**src/rtl/tdm_demux.sv**
```systemverilog
`default_nettype none
// ============================================================================
// Module   : tdm_demux
// Purpose  : Time-division demultiplexer. One word arrives per slot, and
//            slot 0 is marked by frame_sync. Each word goes to one of NUM_CH
//            registered channel outputs, and a one-cycle strobe marks the
//            channel that was written. A hunt/lock state machine tracks frame
//            alignment and pulses sync_err when alignment is violated.
// Option   : TDM_DEMUX_CLR_ON_DISABLE_EN - when defined, dout is cleared on
//            every cycle in which enable is low. When not defined, dout holds.
// Revision : 1.0 - initial release
// ============================================================================
module tdm_demux #(
   parameter int NUM_CH = 4,
   parameter int DATA_W = 8,
   localparam int SLOT_W = (NUM_CH > 1) ? $clog2(NUM_CH) : 1
) (
   input  logic                     clk,
   input  logic                     rst_n,
   input  logic                     enable,
   input  logic [DATA_W-1:0]        din,
   input  logic                     din_valid,
   input  logic                     frame_sync,
   output logic [NUM_CH*DATA_W-1:0] dout,
   output logic [NUM_CH-1:0]        ch_valid,
   output logic                     frame_done,
   output logic                     locked,
   output logic                     sync_err,
   output logic [SLOT_W-1:0]        slot
);

   // Slot index of the last channel in a frame; a write here ends the frame.
   localparam logic [SLOT_W-1:0] LAST_SLOT = SLOT_W'(NUM_CH - 1);
   localparam logic [SLOT_W-1:0] SLOT_ONE  = SLOT_W'(1);
   localparam logic [NUM_CH-1:0] STROBE0   = {{(NUM_CH-1){1'b0}}, 1'b1};

   typedef enum logic [0:0] {
      ST_HUNT = 1'b0,
      ST_LOCK = 1'b1
   } state_t;

   state_t            state;
   logic [DATA_W-1:0] ch_reg [NUM_CH];

   // A word only counts when the demux is enabled and the word is valid.
   logic accept;
   assign accept = enable & din_valid;

   // Alignment FSM, channel registers, strobes and slot counter.
   always_ff @(posedge clk) begin
      if (!rst_n) begin
         state      <= ST_HUNT;
         locked     <= 1'b0;
         slot       <= '0;
         ch_valid   <= '0;
         frame_done <= 1'b0;
         sync_err   <= 1'b0;
         for (int k = 0; k < NUM_CH; k++) begin
            ch_reg[k] <= '0;
         end
      end else begin
         // The strobes are single-cycle pulses. They drop to 0 unless a
         // branch below raises one of them again.
         ch_valid   <= '0;
         frame_done <= 1'b0;
         sync_err   <= 1'b0;

         if (accept) begin
            unique case (state)
               ST_HUNT: begin
                  // While searching for alignment, words that do not carry
                  // frame_sync are dropped silently.
                  if (frame_sync) begin
                     ch_reg[0] <= din;
                     ch_valid  <= STROBE0;
                     slot      <= SLOT_ONE;
                     state     <= ST_LOCK;
                     locked    <= 1'b1;
                  end
               end

               ST_LOCK: begin
                  if (frame_sync) begin
                     // frame_sync always starts a new frame at slot 0. An
                     // early sync truncates the current frame, so no
                     // frame_done is raised for it.
                     if (slot != '0) begin
                        sync_err <= 1'b1;
                     end
                     ch_reg[0] <= din;
                     ch_valid  <= STROBE0;
                     slot      <= SLOT_ONE;
                  end else if (slot == '0) begin
                     // Slot 0 was expected but frame_sync is missing, so
                     // alignment is lost. Drop the word and start hunting.
                     sync_err <= 1'b1;
                     state    <= ST_HUNT;
                     locked   <= 1'b0;
                     slot     <= '0;
                  end else begin
                     ch_reg[slot] <= din;
                     ch_valid     <= STROBE0 << slot;
                     if (slot == LAST_SLOT) begin
                        slot       <= '0;
                        frame_done <= 1'b1;
                     end else begin
                        slot <= slot + SLOT_ONE;
                     end
                  end
               end

               default: begin
                  state  <= ST_HUNT;
                  locked <= 1'b0;
                  slot   <= '0;
               end
            endcase
         end else if (!enable) begin
`ifdef TDM_DEMUX_CLR_ON_DISABLE_EN
            // While disabled, force the channel outputs to zero. This
            // matches the zero output of the enabled multiplexer.
            for (int k = 0; k < NUM_CH; k++) begin
               ch_reg[k] <= '0;
            end
`endif
         end
      end
   end

   // Pack the channel registers onto the flat output bus. Channel k goes to
   // bits [k*DATA_W +: DATA_W].
   generate
      for (genvar g = 0; g < NUM_CH; g++) begin : g_pack
         assign dout[g*DATA_W +: DATA_W] = ch_reg[g];
      end
   endgenerate

endmodule
`default_nettype wire

```
**config.mk**
```make
export PLATFORM = sky130hd
export DESIGN_NAME = tdm_demux
export DESIGN_NICKNAME = d
export VERILOG_FILES = /design/src/rtl/tdm_demux.sv
export SDC_FILE = /design/constraint.sdc
export NUM_CORES = 1
export LEC_CHECK = 0
export ABC_AREA = 0
export BUFFER_PORTS_ARGS = -buffer_cell sky130_fd_sc_hd__buf_2
export CORE_MARGIN = 3
export CORE_UTILIZATION = 45
export DETAILED_ROUTE_END_ITERATION = 7
export GPL_TIMING_DRIVEN = 1
export PLACE_DENSITY = 0.74
export SYNTH_ARGS = -nofsm -noshare
export SYNTH_HDL_FRONTEND = slang
export SYNTH_SLANG_ARGS = --single-unit
```
**constraint.sdc**
```tcl
create_clock -name clk -period 2.5 [get_ports clk]
set_input_delay 0.25 -clock clk [delete_from_list [all_inputs] [get_ports clk]]
set_output_delay 0.25 -clock clk [all_outputs]
set_load 0.005 [all_outputs]
```
==> results.toml, run 1 <==
[run_status]
status = "completed"

[synthesis]
synth_cells = 127
synth.distinct_cells = 29
async_flop_share_pct = 0
syn_area_sq_mm = 0.001770
yosysWarnings = 0
syn_area_per_cell_sq_um = 13.94
synth-edff-count = 32
synth_fp_nets = 146
ys_ff_latch = 42
seq_area_frac_synth_pct = 65.58
ys.flop_type = "edfxtp_1"

[power_and_ir_drop]
power_mw = 1.483
p_int_mw = 1.201
p_seq_share_pct = 52.6
p_comb_share_pct = 6.1
p_leak_nw = 1.053
peakVddDrop_v = 0.0003624
power_switching_share_pct = 19.00
power.clock.fraction_pct = 41.3
p_sw_mw = 0.2817
power_density_mw_per_mm2 = 668.1

[sta]
finalSetupTns_ns = 0
grt_setup_unrepaired = "false"
max_freq_mhz = 439.7
finalCriticalPeriod_ns = 2.274
setup_ws_ns = 0.2256
worst_pin_slew_ns = 0.3668
final-hold-violation-count = 0
finClkSkew_ns = 0.003181
slew_viol_final = 0
setup_viol = 0
maxSlewHeadroom_pct = 75.52
fin_crit_sh_pct = 90.98

[routing]
vias_per_cell = 4.987
dr.pass1.iters = 4
route.detailed.drc = 0
first_iter_violations = 55
post_drt_wl_per_cell_microns = 14.13
routed_wl_mm = 3.335
via_count = 1177
ant_nets = 0

[place]
dp_slack_ns = 0.2243
port_buffers = 53
place_congestion = 0.9084
dpl.hpwl_mm = 2.584
placed_cell_area_sq_mm = 0.002087

[layout]
finalNetCount = 206
fillers = 292
largest_reg_flops = 32
final_util_pct = 59.73
n_antenna_cell = 0
synthToLayoutAreaGrowth_pct = 25.37
design_area_sq_mm = 0.002220
drive_above_1_share_pct = 38.83

[worst_setup_path]
r2r_cells = 7
r2r-end = "ch_reg[2][3]"
cp_max_fo = 8
critical_path_arrival_ns = 2.23
end_kind = "register"
crit_type = "register to register"
cpPeakStageDelay_ns = 0.50
start_kind = "register"
crit_required_ns = 2.45
startpoint = "slot[0]"
r2r_slack_ns = 0.23
r2r-start = "slot[0]"
endpoint = "ch_reg[2][3]"
path_cells = "inv_1 > ha_1 > inv_1 > ha_1 > nand4_4 > nor3_4 > nand2b_1"
cp_slowest_cell = "dfxtp_1"

[clocking]
root_buffer = "clkbuf_8"
clk_pin_slew_ns = 0.07
cts.repair.resized = 0
cts_tree = "built"
clockBufferDepth = 2
postCtsHoldBufs = 0
postCtsSetupBuffers = 0
clock_latency_ns = 0.29
h-tree-depth = 2
cts_made_buffers = 5
cts.sinks = 42

[grt]
grt_first_pass_wirelength_mm = 5.271
antenna_found_initial = 0
use_met1_pct = 18.01
grt_pass1_vias = 1127
grt_overflow = 0
globalRouteMet2Util_pct = 28.01
grt_busiest_layer = "met2"
grtUsageMet3_pct = 4.538
grt_start_max_net_pins = 25
track_usage_pct = 15.60

[min_path]
hp-class = "input port to register"

[die]
start_util_pct = 47.64
rows = 22
die_w_microns = 68.73
io_pins = 54
fp.coreArea_sq_mm = 0.003716
fp.dieH_microns = 68.73
die-area_sq_mm = 0.004723

[flow_run]
maxCapViolations = 0
Yosys cell counts, types with 3 or more instances:
| master | n | area share (%) |
|---|---|---|
| edfxtp_1 | 32 | 54 |
| and2_1 | 18 | 6.4 |
| buf_6 | 3 | 1.9 |
| nand2_1 | 7 | 1.5 |
| and3_1 | 16 | 5.7 |
| o31ai_1 | 3 | 1.3 |
| dfxtp_1 | 10 | 11 |
| inv_1 | 5 | 1.1 |
| nor3_1 | 3 | 0.85 |
| ha_1 | 6 | 4.2 |
final cells by class:
class / count / area (sq um) / share of cell area, %
timing repair buffer: 57 / 295.3 / 13.30
inverter: 5 / 18.77 / 0.8455
multi-input combinational: 76 / 551.8 / 24.86
clock buffer: 5 / 68.82 / 3.100
sequential: 42 / 1161 / 52.31
tap: 48 / 60.06 / 2.706
clock inverter: 3 / 63.81 / 2.875
per-layer routing:
| layer | routed length, microns | vias to the layer above | share of wire, % |
|---|---|---|---|
| met2 | 1716 | 45 | 51 |
| met3 | 299 | 3 | 9.0 |
| li1 | - | 579 | - |
| met1 | 1288 | 550 | 39 |
| met5 | 0 | - | 0 |
| met4 | 30 | 0 | 0.90 |
critical path, delay by kind of cell (launching register included):
kind	cells	cell delay [ns]
adder cells (fa/ha/maj)	2	0.53
buffers and inverters	2	0.23
AND/OR/NAND/NOR	3	0.68
flip-flops	1	0.50
cells by family (layout without fill, tap and decap cells):
group	count (synthesis)	after routing	synth area share, %
buffers and inverters	9	70	3.251
and+or+nand+nor	58	58	21.98
AOI/OAI and AO/OA	12	12	4.947
adders and majority gates	6	6	4.240
DFF	42	42	65.58
power groups by stage:
stage,Combinational [mW],Clock [mW],Sequential (mW)
floorplan,0.0393,0,0.797
global placement,0.0880,0,0.795
detailed placement,0.0905,0,0.797
CTS,0.0908,0.620,0.781
global route,0.100,0.659,0.783
finish,0.0900,0.612,0.781
stage by stage:
step | hold slack, ns | std cells
6_report | 0.2422 | 236
5_1_grt | 0.2395 | 236
4_1_cts | 0.2269 | 236
3_5_place_dp | 0.4898 | 228
3_3_place_gp | 0.4873 | 228
2_1_floorplan | 0.3263 | 127
worst min path at each step:
stage / to / slack [ns] / cells past startpoint / start
after floorplan: frame_done / 0.33 / 1 / frame_sync
after global placement: locked / 0.49 / 2 / locked
after detailed placement: locked / 0.49 / 2 / locked
after CTS: frame_done / 0.23 / 2 / frame_sync
after global routing: frame_done / 0.24 / 2 / frame_sync
final: frame_done / 0.24 / 2 / frame_sync
layout by cell type, fill, tap and decap left out:
| cell type | Yosys | layout |
|---|---|---|
| buf_2 | 1 | 53 |
| edfxtp_1 | 32 | 32 |
| and2_1 | 18 | 18 |
| and3_1 | 16 | 16 |
| dfxtp_1 | 10 | 10 |
| nand2_1 | 7 | 7 |
| ha_1 | 6 | 6 |
| inv_1 | 5 | 5 |
| clkbuf_8 | 0 | 5 |
| buf_4 | 0 | 4 |
| o31ai_1 | 3 | 3 |
| nor3_1 | 3 | 3 |
| nand2b_1 | 2 | 2 |
| o21ai_0 | 2 | 2 |
| nor3_4 | 2 | 2 |
| nor2_1 | 2 | 2 |
| a21oi_1 | 2 | 2 |
| bufinv_16 | 0 | 2 |
| nand3_2 | 1 | 1 |
| a21oi_2 | 1 | 1 |
| nor2_4 | 1 | 1 |
| o211a_1 | 1 | 1 |
| nand4_4 | 1 | 1 |
| o211ai_1 | 1 | 1 |
| nand3_1 | 1 | 1 |
| nand3b_1 | 1 | 1 |
| a211oi_1 | 1 | 1 |
| nand2b_4 | 1 | 1 |
| nor4_1 | 1 | 1 |
| and3_2 | 1 | 1 |
| o221a_2 | 1 | 1 |
| clkinv_1 | 0 | 1 |
Note: power is estimated with default switching activity, not from simulation.
==> run 2: changes to the inputs <==
--- a/config.mk
+++ b/config.mk
@@ -8,10 +8,10 @@
 export ABC_AREA = 0
 export BUFFER_PORTS_ARGS = -buffer_cell sky130_fd_sc_hd__buf_2
 export CORE_MARGIN = 3
-export CORE_UTILIZATION = 45
+export CORE_UTILIZATION = 40
 export DETAILED_ROUTE_END_ITERATION = 7
 export GPL_TIMING_DRIVEN = 1
-export PLACE_DENSITY = 0.74
+export PLACE_DENSITY = 0.67
 export SYNTH_ARGS = -nofsm -noshare
 export SYNTH_HDL_FRONTEND = slang
 export SYNTH_SLANG_ARGS = --single-unit
==> constraint.sdc (replaced) <==
create_clock -name clk -period 2.5 [get_ports clk]
set_input_delay 0.5 -clock clk [delete_from_list [all_inputs] [get_ports clk]]
set_output_delay 0.5 -clock clk [all_outputs]
set_load 0.005 [all_outputs]
==> run 2 against run 1 <==
- clock power decreased by 33%
- routed wire length increased by 3.5%
- power down 14%
- final cell count grew 0.85%
- largest power group unchanged
- sequential power barely moved
==> results.toml, run 2 (same netlist as run 1, synthesis figures left out) <==
[layout]
seqCellArea_sq_mm = 0.001161
instances_no_fill = 238
design_area_sq_mm = 0.002171
largest_reg_flops = 32
fillers = 389
drive_above_1_share_pct = 38.30
layout_commonest_cell = "buf_2"
layout_common_cells = "buf_2, edfxtp_1, and2_1, and3_1, dfxtp_1"
finalNetCount = 206
synthToLayoutAreaGrowth_pct = 22.61
final_util_pct = 52.39
n_antenna_cell = 0
multi_input_area_sq_um = 551.8

[routing]
routed_wl_mm = 3.452
via_count = 1180
dr.pass1.iters = 4
ant_nets = 0
route.detailed.drc = 0
post_drt_wl_per_cell_microns = 14.50
vias_per_cell = 4.958
first_iter_violations = 68

[clocking]
postCtsSetupBuffers = 0
clk_pin_slew_ns = 0.07
cts.repair.resized = 0
cts.sinks = 42
root_buffer = "clkbuf_8"
clockBufferDepth = 2
postCtsHoldBufs = 0
clock_latency_ns = 0.29
cts_made_buffers = 5
h-tree-depth = 2
cts_tree = "built"

[worst_setup_path]
r2r_slack_ns = 0.24
r2r-end = "ch_reg[2][1]"
r2r-start = "slot[0]"
r2r_cells = 7
endpoint = "ch_reg[2][1]"
cp_slowest_cell = "dfxtp_1"
start_kind = "register"
cpPeakStageDelay_ns = 0.48
startpoint = "slot[0]"
crit_type = "register to register"
crit_required_ns = 2.45
cp_max_fo = 8
path_cells = "inv_1 > ha_1 > inv_1 > ha_1 > nand4_4 > nor3_4 > nand2b_1"
critical_path_arrival_ns = 2.21
end_kind = "register"

[grt]
track_usage_pct = 13.80
grt_pass1_vias = 1188
grt_start_max_net_pins = 25
grt_first_pass_wirelength_mm = 5.451
grt_overflow = 0
antenna_found_initial = 0

[sta]
finalCriticalPeriod_ns = 2.259
worst_pin_slew_ns = 0.3819
slew_viol_final = 0
max_freq_mhz = 442.6
grt_setup_unrepaired = "false"
maxSlewHeadroom_pct = 74.48
fin_crit_sh_pct = 90.37
final-hold-violation-count = 0
finClkSkew_ns = 0.001822
setup_viol = 0
finalSetupTns_ns = 0

[power_and_ir_drop]
p_int_mw = 0.9983
peakVddDrop_v = 0.0002138
p_comb_share_pct = 7.0
p_leak_nw = 1.030
p_sw_mw = 0.2781
power.clock.fraction_pct = 31.9
p_seq_share_pct = 61.1
power_density_mw_per_mm2 = 588.0
power_mw = 1.276
power_switching_share_pct = 21.79

[die]
fp.coreArea_sq_mm = 0.004144
fp.dieH_microns = 72.53
die-area_sq_mm = 0.005261
start_util_pct = 42.72
die_w_microns = 72.53
io_pins = 54
rows = 23

[place]
dp_cells = 230
dpl.hpwl_mm = 2.625
placed_cell_area_sq_mm = 0.002090
port_buffers = 53
place_congestion = 0.9038

[min_path]
hp-class = "input port to register"
hold_depth = 2

[run_status]
status = "completed"

[flow_run]
maxCapViolations = 0
## run 2: cell count changes in the layout (fill, tap and decap cells not counted)
cell       before  now
bufinv_16       2    0
clkbuf_1        0    1
clkinv_2        0    1
## run 2: how the worst min path moves through the flow
stage,from,to,slack [ns]
after global routing,frame_sync,frame_done,0.48
after global placement,locked,locked,0.49
after CTS,frame_sync,frame_done,0.48
after floorplan,locked,locked,0.47
final,frame_sync,frame_done,0.49
after detailed placement,locked,locked,0.49
## run 2: layout make-up
cell class | instances | share of cell area, %
clock buffer | 6 | 3.343
clock inverter | 2 | 0.4035
inverter | 5 | 0.8646
multi-input combinational | 76 | 25.42
sequential | 42 | 53.49
tap | 50 | 2.882
timing repair buffer | 57 | 13.60
## run 2: power by group through the flow
stage	Combinational [mW]	Clock, mW	Sequential (mW)
after floorplan	0.0393	0	0.797
after global placement	0.0888	0	0.795
after detailed placement	0.0904	0	0.797
after CTS	0.0906	0.418	0.781
after global routing	0.0991	0.451	0.783
final	0.0894	0.407	0.780
## run 2: layer usage
layer  global-route usage (%)  up-vias  routed length [microns]
met3                    5.956        5                      319
met2                    24.25       46                     1753
met5                        0        -                        0
met4                    5.533        0                       38
li1                         -      579                        -
met1                    14.36      550                     1340
## run 2: critical path, delay by kind of cell, from the launching register on
family,cells,cell delay (ns)
adders and majority gates,2,0.53
buffers and inverters,2,0.22
DFF,1,0.48
and+or+nand+nor,3,0.69
## run 2: metrics by stage
| step | worst slack (ns) | hold WS (ns) |
|---|---|---|
| final | 0.2408 | 0.4903 |
| after global routing | 0.02921 | 0.4843 |
| after CTS | 0.2311 | 0.4802 |
| after detailed placement | 0.2443 | 0.4871 |
| after global placement | 0.3253 | 0.4925 |
| after floorplan | 0.08080 | 0.4720 |
